[config.mk]
export PLATFORM = sky130hd
export DESIGN_NAME = reg_bank
export DESIGN_NICKNAME = d
export VERILOG_FILES = /design/src/rtl/reg_bank_pkg.sv /design/src/rtl/reg_bank_fwd.sv /design/src/rtl/reg_bank.sv
export SDC_FILE = /design/constraint.sdc
export NUM_CORES = 1
export LEC_CHECK = 0
export BUFFER_PORTS_ARGS = -buffer_cell sky130_fd_sc_hd__buf_4
export CORE_MARGIN = 1.5
export CORE_UTILIZATION = 50
export CTS_BUF_LIST = sky130_fd_sc_hd__clkbuf_4 sky130_fd_sc_hd__clkbuf_8
export CTS_CLUSTER_DIAMETER = 80
export DETAILED_ROUTE_END_ITERATION = 7
export PLACE_DENSITY = 0.76
export SYNTH_ARGS = -nofsm -noshare
export SYNTH_HDL_FRONTEND = slang
export SYNTH_SLANG_ARGS = --single-unit
[constraint.sdc]
create_clock -name clk -period 3.6 [get_ports clk]
set_input_delay 0.18 -clock clk [delete_from_list [all_inputs] [get_ports clk]]
set_output_delay 0.18 -clock clk [all_outputs]
set_load 0.02 [all_outputs]
[src/rtl/reg_bank_pkg.sv]
// Shared definitions for the datapath register bank: default widths,
// bulk-clear FSM states and the write-port precedence rule.
package reg_bank_pkg;

  localparam int DATA_W_DEF = 8;
  localparam int ADDR_W_DEF = 3;

  // Bulk-clear engine states.
  typedef enum logic {
    CLR_IDLE  = 1'b0,
    CLR_CLEAR = 1'b1
  } clr_state_e;

  // When both write ports hit one address in a cycle, the load port (w1)
  // commits and the ALU port (w0) is dropped.
  localparam logic LOAD_PORT_WINS = 1'b1;

endpackage

[src/rtl/reg_bank_fwd.sv]
// Combinational forwarding mux for one read port. It produces the value
// and pending bit the addressed register will hold after this edge, so a
// write in the same cycle reaches the registered output without a bubble.
module reg_bank_fwd #(
  parameter int DATA_W   = 8,
  parameter int ADDR_W   = 3,
  parameter int ZERO_REG = 0
) (
  input  logic [ADDR_W-1:0] rd_addr,
  input  logic [DATA_W-1:0] arr_data,
  input  logic              arr_pend,
  input  logic              w0_commit,
  input  logic [ADDR_W-1:0] w0_addr,
  input  logic [DATA_W-1:0] w0_data,
  input  logic              w1_commit,
  input  logic [ADDR_W-1:0] w1_addr,
  input  logic [DATA_W-1:0] w1_data,
  input  logic              rsv_commit,
  input  logic [ADDR_W-1:0] rsv_addr,
  output logic [DATA_W-1:0] fwd_data,
  output logic              fwd_pend
);

  // Later assignments override earlier ones: w1 over w0, reservation over
  // write-clear, and a hard-wired zero register over everything.
  always_comb begin
    fwd_data = arr_data;
    fwd_pend = arr_pend;
    if (w0_commit && (w0_addr == rd_addr)) begin
      fwd_data = w0_data;
      fwd_pend = 1'b0;
    end
    if (w1_commit && (w1_addr == rd_addr)) begin
      fwd_data = w1_data;
      fwd_pend = 1'b0;
    end
    if (rsv_commit && (rsv_addr == rd_addr)) begin
      fwd_pend = 1'b1;
    end
    if ((ZERO_REG != 0) && (rd_addr == '0)) begin
      fwd_data = '0;
      fwd_pend = 1'b0;
    end
  end

endmodule

[src/rtl/reg_bank.sv]
// Multi-port datapath register bank: two registered read ports with
// same-cycle write forwarding, ALU and load write ports, a per-register
// pending scoreboard and a sequential bulk-clear engine.
//
// Handshake note: there is no valid/ready flow control here. Write and
// reservation enables are single-cycle qualifiers acted on at the edge
// they are sampled, except while clr_busy is high, when they are dropped.
// clr_req is a level sampled only in IDLE; clr_done is a one-cycle pulse.
module reg_bank
  import reg_bank_pkg::*;
#(
  parameter int DATA_W   = DATA_W_DEF,
  parameter int ADDR_W   = ADDR_W_DEF,
  parameter int ZERO_REG = 0
) (
  input  logic              clk,
  input  logic              rst,
  input  logic [ADDR_W-1:0] a_addr,
  input  logic [ADDR_W-1:0] b_addr,
  output logic [DATA_W-1:0] data_a,
  output logic [DATA_W-1:0] data_b,
  output logic              pend_a,
  output logic              pend_b,
  input  logic              w0_en,
  input  logic [ADDR_W-1:0] w0_addr,
  input  logic [DATA_W-1:0] w0_data,
  input  logic              w1_en,
  input  logic [ADDR_W-1:0] w1_addr,
  input  logic [DATA_W-1:0] w1_data,
  input  logic              rsv_en,
  input  logic [ADDR_W-1:0] rsv_addr,
  input  logic              clr_req,
  output logic              clr_busy,
  output logic              clr_done
);

  localparam int                DEPTH    = 2 ** ADDR_W;
  localparam logic [ADDR_W-1:0] LAST_IDX = ADDR_W'(DEPTH - 1);

  clr_state_e        state_q, state_d;
  logic [ADDR_W-1:0] clr_idx_q, clr_idx_d;
  logic              clr_done_q, clr_done_d;

  logic [DATA_W-1:0] regs_q [DEPTH];
  logic [DATA_W-1:0] regs_d [DEPTH];
  logic [DEPTH-1:0]  pend_q, pend_d;

  logic [DATA_W-1:0] data_a_q, data_a_d, data_b_q, data_b_d;
  logic              pend_a_q, pend_a_d, pend_b_q, pend_b_d;

  logic busy;
  logic w0_ok, w1_ok, rsv_ok, same_addr;
  logic w0_commit, w1_commit;

  // Qualify write/reservation requests: blocked during clear, dropped on a
  // hard-wired zero register, and w0/w1 collisions resolved by precedence.
  always_comb begin
    busy      = (state_q == CLR_CLEAR);
    w0_ok     = w0_en  && !busy && !((ZERO_REG != 0) && (w0_addr  == '0));
    w1_ok     = w1_en  && !busy && !((ZERO_REG != 0) && (w1_addr  == '0));
    rsv_ok    = rsv_en && !busy && !((ZERO_REG != 0) && (rsv_addr == '0));
    same_addr = (w0_addr == w1_addr);
    w0_commit = w0_ok && !(LOAD_PORT_WINS  && w1_ok && same_addr);
    w1_commit = w1_ok && !(!LOAD_PORT_WINS && w0_ok && same_addr);
  end

  // Next state of the array and scoreboard: one register cleared per cycle
  // while busy, otherwise committed writes land and reservations win.
  always_comb begin
    regs_d = regs_q;
    pend_d = pend_q;
    if (busy) begin
      regs_d[clr_idx_q] = '0;
      pend_d[clr_idx_q] = 1'b0;
    end else begin
      if (w0_commit) begin
        regs_d[w0_addr] = w0_data;
        pend_d[w0_addr] = 1'b0;
      end
      if (w1_commit) begin
        regs_d[w1_addr] = w1_data;
        pend_d[w1_addr] = 1'b0;
      end
      if (rsv_ok) begin
        pend_d[rsv_addr] = 1'b1;
      end
    end
  end

  reg_bank_fwd #(.DATA_W(DATA_W), .ADDR_W(ADDR_W), .ZERO_REG(ZERO_REG)) u_fwd_a (
    .rd_addr    (a_addr),
    .arr_data   (regs_q[a_addr]),
    .arr_pend   (pend_q[a_addr]),
    .w0_commit  (w0_commit),
    .w0_addr    (w0_addr),
    .w0_data    (w0_data),
    .w1_commit  (w1_commit),
    .w1_addr    (w1_addr),
    .w1_data    (w1_data),
    .rsv_commit (rsv_ok),
    .rsv_addr   (rsv_addr),
    .fwd_data   (data_a_d),
    .fwd_pend   (pend_a_d)
  );

  reg_bank_fwd #(.DATA_W(DATA_W), .ADDR_W(ADDR_W), .ZERO_REG(ZERO_REG)) u_fwd_b (
    .rd_addr    (b_addr),
    .arr_data   (regs_q[b_addr]),
    .arr_pend   (pend_q[b_addr]),
    .w0_commit  (w0_commit),
    .w0_addr    (w0_addr),
    .w0_data    (w0_data),
    .w1_commit  (w1_commit),
    .w1_addr    (w1_addr),
    .w1_data    (w1_data),
    .rsv_commit (rsv_ok),
    .rsv_addr   (rsv_addr),
    .fwd_data   (data_b_d),
    .fwd_pend   (pend_b_d)
  );

  // Clear FSM next state: walk every index once, pulse done on exit.
  always_comb begin
    state_d    = state_q;
    clr_idx_d  = clr_idx_q;
    clr_done_d = 1'b0;
    case (state_q)
      CLR_IDLE: begin
        if (clr_req) begin
          state_d   = CLR_CLEAR;
          clr_idx_d = '0;
        end
      end
      CLR_CLEAR: begin
        if (clr_idx_q == LAST_IDX) begin
          state_d    = CLR_IDLE;
          clr_idx_d  = '0;
          clr_done_d = 1'b1;
        end else begin
          clr_idx_d = clr_idx_q + 1'b1;
        end
      end
      default: begin
        state_d   = CLR_IDLE;
        clr_idx_d = '0;
      end
    endcase
  end

  // Clear FSM state register.
  always_ff @(posedge clk or posedge rst) begin
    if (rst) begin
      state_q    <= CLR_IDLE;
      clr_idx_q  <= '0;
      clr_done_q <= 1'b0;
    end else begin
      state_q    <= state_d;
      clr_idx_q  <= clr_idx_d;
      clr_done_q <= clr_done_d;
    end
  end

  // Register array, scoreboard and registered read outputs.
  always_ff @(posedge clk or posedge rst) begin
    if (rst) begin
      for (int i = 0; i < DEPTH; i++) begin
        regs_q[i] <= '0;
      end
      pend_q   <= '0;
      data_a_q <= '0;
      data_b_q <= '0;
      pend_a_q <= 1'b0;
      pend_b_q <= 1'b0;
    end else begin
      regs_q   <= regs_d;
      pend_q   <= pend_d;
      data_a_q <= data_a_d;
      data_b_q <= data_b_d;
      pend_a_q <= pend_a_d;
      pend_b_q <= pend_b_d;
    end
  end

  assign data_a   = data_a_q;
  assign data_b   = data_b_q;
  assign pend_a   = pend_a_q;
  assign pend_b   = pend_b_q;
  assign clr_busy = busy;
  assign clr_done = clr_done_q;

endmodule

* Word level (Yosys, flattened, before mapping)
Cells that the tools add are included.
** Operators by class
- Add/sub/neg operators :: 1
- Magnitude comparators :: 18
- Eq/ne operators :: 9
- Muxes and demuxes :: 54
- Bitwise logic cells :: 15
- Reduce and logical (&&, ||, !) cells :: 20
** Operators with widths (number)
- $mux W64 :: 4
- $mux W8 :: 17
- $bwmux W64 :: 2
- $demux W8 S3 :: 3
- $and A64 B64 Y64 :: 1
- $not A64 Y64 :: 1
- $bmux W8 S3 :: 2
- $and A8 B8 Y8 :: 3
- $lt A3 B4 Y1 const B :: 6
- $not A8 Y8 :: 3
- $eq A3 B3 Y1 :: 7
- $ge A4 B4 Y1 const B :: 5
- $not A3 Y4 :: 5
- $logic_and A1 B1 Y1 :: 18
- $mux W1 :: 16
- $demux W1 S3 :: 4
- $ge A3 B1 Y1 const B :: 4
- $lt A4 B1 Y1 const B :: 3
- $or A8 B8 Y8 :: 1
- $bmux W1 S3 :: 2
- $mux W3 :: 2
- $pmux W3 S2 :: 1
- $add A3 B1 Y3 const B :: 1
- $eq A3 B3 Y1 const B :: 1
- 4 further kinds :: 5
** Storage, ports and cells
- Flip-flop bits (word level) :: 95
- Bits of input ports :: 37
- Word-level logic and storage cells :: 133

* Depth between registers and ports, before layout
- Depth after elaboration :: 14
- Depth in mapped cells :: 8
- Mapped depth without buffers :: 4

* Hierarchy
From an unflattened synthesis, not the netlist that was laid out.
** Second synthesis, totals
- Cell total of the unflattened synthesis :: 759
- Area, all modules :: 7094.3 um^2
** Modules (own cells, without submodules)
- reg_bank :: instances 1, cells an instance 679, area an instance 6531.3 um^2, seq. area each 2377.3 um^2
- reg_bank_fwd :: instances 2, cells an instance 40, area an instance 281.5 um^2, seq. area each 0.0 um^2

* Worst setup path after synthesis
Ideal clock, no wire load.
- Path kind :: reg2reg
- From :: register state_q (netlist: clr_busy)
- To :: register regs_q[62] (netlist bit)
- Data arrival time :: 1.929 ns
- Data required time :: 3.474 ns
- Path slack :: 1.544 ns
- Cell stages (with the launch flop) :: 8
- Period minus slack after synthesis :: 2.056 ns
- Path through :: dfrtp_1 > buf_6 > nand2b_1 > buf_6 > o41ai_4 > buf_6 > nor3_1 > a311o_1
** RTL lines
- start: declaration :: RTL line reg_bank.sv:40 : clr_state_e state_q, state_d;
- start signal: assignment :: RTL line reg_bank.sv:157 : state_q <= state_d;
- end signal: assignment :: RTL line reg_bank.sv:175 : regs_q <= regs_d;
- end: declaration :: RTL line reg_bank.sv:44 : logic [DATA_W-1:0] regs_q [DEPTH];

==> flow_metrics.py <==
metrics = {
    "synth": {
        "yosysTopAreaCell": "dfrtp_1",
        "synth_nets": 766,
        "seq_area_frac_synth_pct": 33.5,
        "synthArstFlopShare_pct": 100,
        "synthFlopType": "dfrtp_1",
        "synthCells": 727,
        "ys_warn_count": 0,
        "yosysTopAreaCellShare_pct": 33.5,
        "synth.cell_area_sq_mm": 0.00710,
        "avgSynthCellArea_sq_um": 9.76,
        "yosys-top-cells-area": "dfrtp_1 33%, mux4_2 11%, o211ai_1 10%, a22oi_1 6.0%, a21oi_1 6.0%",
        "synth.distinct_cells": 53,
        "synth_edf_count": 0,
        "synth-seq-cells": 95,
    },
    "critical_path": {
        "crit_path_max_fanout": 85,
        "cp-start-kind": "flop",
        "cp.arrival_ns": 2.83,
        "reg2reg_depth": 5,
        "endpoint": "regs_q[8]",
        "path_class": "reg2reg",
        "r2r-end": "regs_q[8]",
        "r2r_slack_ns": 1.07,
        "r2r-start": "clr_busy",
        "crit_start": "clr_busy",
        "cp.required_ns": 3.90,
        "critPathCaptureType": "flop",
    },
    "die": {
        "start_util_pct": 51.1,
        "die_y_um": 122,
        "row_count": 43,
        "io_pins": 57,
        "die_area_sq_mm": 0.0149,
        "dieWidth_um": 122,
        "coreArea_sq_mm": 0.0139,
    },
    "sta": {
        "whs_ns": -0.0123,
        "setup_violations": 0,
        "fin_worst_skew_ns": 0.0118,
        "setup_tns_ns": 0,
        "layout_min_cycle_time_ns": 2.53,
        "relSlewSlack_pct": 34.8,
        "max_slew.worst_pin.slew_ns": 0.975,
        "hold_viol_final": 21,
        "grt_setup_unrepaired": "false",
        "fin_crit_sh_pct": 70.2,
        "setup_slack_ns": 1.07,
        "max_freq_mhz": 395,
        "final_max_slew_viol_count": 0,
    },
    "clock_network": {
        "cts_buffer_depth": 2,
        "cts_sinks": 95,
        "cts_resized": 0,
        "clk_pin_slew_ns": 0.10,
        "clk_latency_ns": 0.38,
        "cts_buffers": 9,
        "cts_setup_buffers": 0,
        "htreeDepth": 3,
        "clockRootBuffer": "clkbuf_8",
        "cts_tree": "yes",
    },
    "place": {
        "post-place-ws_ns": 1.17,
        "gp_congestion": 0.940,
        "detailed_place_hpwl_um": 16900,
        "io_buffers": 56,
        "postPlaceCellArea_sq_mm": 0.00759,
        "placedCellCount": 915,
    },
    "layout": {
        "final_common_cell": "o211ai_1",
        "final_cell_mix": "96 x o211ai_1, 94 x dfrtp_1, 85 x a21oi_1, 77 x buf_4, 57 x a22oi_1",
        "stdcell_count": 932,
        "antenna_cells": 0,
        "final_layout_size_suffix_gt1_share_pct": 23.0,
        "syn2layout_area_growth_pct": 10.5,
        "nets": 786,
        "final_area_sq_mm": 0.00785,
    },
    "routing": {
        "vias": 7134,
        "initialDrtViolationCount": 1220,
        "wirelength_um": 26000,
        "drcViolationCount": 0,
        "drtAntennaViolNets": 0,
        "wire_per_inst_um": 27.9,
        "drt_first_pass_iters": 8,
        "routed_via_density": 7.65,
    },
    "run": {
        "cap_viol_max_count": 0,
    },
    "grt": {
        "grt_pass1_wl_um": 39800,
        "antenna_found_initial": 0,
        "first_global_vias": 6877,
        "grt_max_degree": 86,
        "grt_use_total_pct": 35.9,
        "gr-total-overflow": 0,
    },
    "hold_path": {
        "hold_path.class": "in2async",
    },
    "power": {
        "p_leak_nw": 2.99,
        "peakVddDrop_v": 0.000387,
        "powerDensity_mw_per_mm2": 678,
        "finalPower_mw": 5.32,
    },
    "status": {
        "status": "complete, but fails checks",
        "violations": "negative hold slack",
    },
}
==> metrics by stage <==
stage,hold slack (ns),utilization [%]
after global routing,0.0670,56.5
after detailed placement,0.397,54.7
final,-0.0123,56.5
after global placement,0.395,54.7
after floorplan,0.266,-
after CTS,0.0177,56.5
==> what timing repair did <==
action	in CTS	in global routing
hold buffers	1	0
hold endpoints to repair	3	0
setup endpoints to repair	0	0
==> worst max-delay path, cell delays in order (launching register included) <==
cell and delay [ns]:
dfrtp_2 0.47, buf_4 0.41, nand3b_1 0.43, nor2_1 0.74, a22oi_1 0.22, o211ai_1 0.16
==> area by class of cell <==
type | instances | area, sq um
Clock buffer | 14 | 186
Fill cell | 1201 | 6030
Tap cell | 180 | 225
Timing Repair Buffer | 78 | 588
Multi-Input combinational cell | 546 | 4340
Sequential cell | 95 | 2380
Inverter | 17 | 66.3
Clock inverter | 2 | 60.1
==> synthesized netlist by cell type, types with 3 or more instances <==
library cell,number
o31ai_1,19
o21ai_0,5
nor2_1,12
nand2b_1,9
mux2_2,18
dfrtp_1,95
a22oi_1,57
a22o_1,8
and3_1,4
a311o_1,8
o2bb2ai_1,3
nor3b_1,18
a31oi_1,6
nand4_1,3
buf_2,28
clkbuf_1,25
a31o_2,4
nand3_1,18
xor2_1,6
and3b_1,9
xnor2_1,12
o41ai_1,3
or3b_2,3
nand2_1,38
nor2b_1,4
nand3b_1,3
mux4_2,36
o211ai_1,96
nor3_1,35
buf_1,12
a21oi_1,85
buf_6,3
inv_1,15
o41ai_4,3
==> per-layer routing <==
metal  wire length [um]  global-route usage, %  vias to the layer above
li1                   -                      -                     2927
met1               9480                   45.4                     3424
met2              11400                   55.3                      650
met3               3600                   11.0                      133
met4               1530                   19.0                        0
met5                  0                      0                        -
==> worst min-delay path by stage <==
stage / start / endpoint / slack, ns / cells past startpoint
floorplan: clr_req / clr_idx_q[1] / 0.27 / 1
global placement: clr_req / clr_idx_q[0] / 0.40 / 2
detailed placement: clr_req / clr_idx_q[2] / 0.40 / 2
CTS: rst / regs_q[50] / 0.02 / 2
global route: rst / regs_q[53] / 0.07 / 2
finish: rst / regs_q[50] / -0.01 / 2
==> sequential cells by signal, summed over array words and instances (netlist names) <==
register,flops
pend_b,1
clr_done,1
regs_q,64
data_b,8
pend_q,8
pend_a,1
clr_idx_q,3
clr_busy,1
data_a,8
==> cell families (layout without fill, tap and decap cells) <==
logic type,after synthesis,after routing,share of synthesized area (%)
flip-flops,95,95,33.5
adder cells (fa/ha/maj),2,2,0.352
buffers and inverters,86,111,5.41
multiplexers,54,54,14.3
XOR/XNOR,21,21,3.07
AND/OR/NAND/NOR,167,167,13.2
AO/OA/AOI/OAI,302,302,30.2
==> report_power, final <==
| part | internal (mW) | total [mW] | switching (mW) |
|---|---|---|---|
| logic | 1.09 | 2.58 | 1.49 |
| clock network | 0.476 | 0.882 | 0.406 |
| registers | 1.47 | 1.86 | 0.390 |
Note: power is estimated with default switching activity, not from simulation.
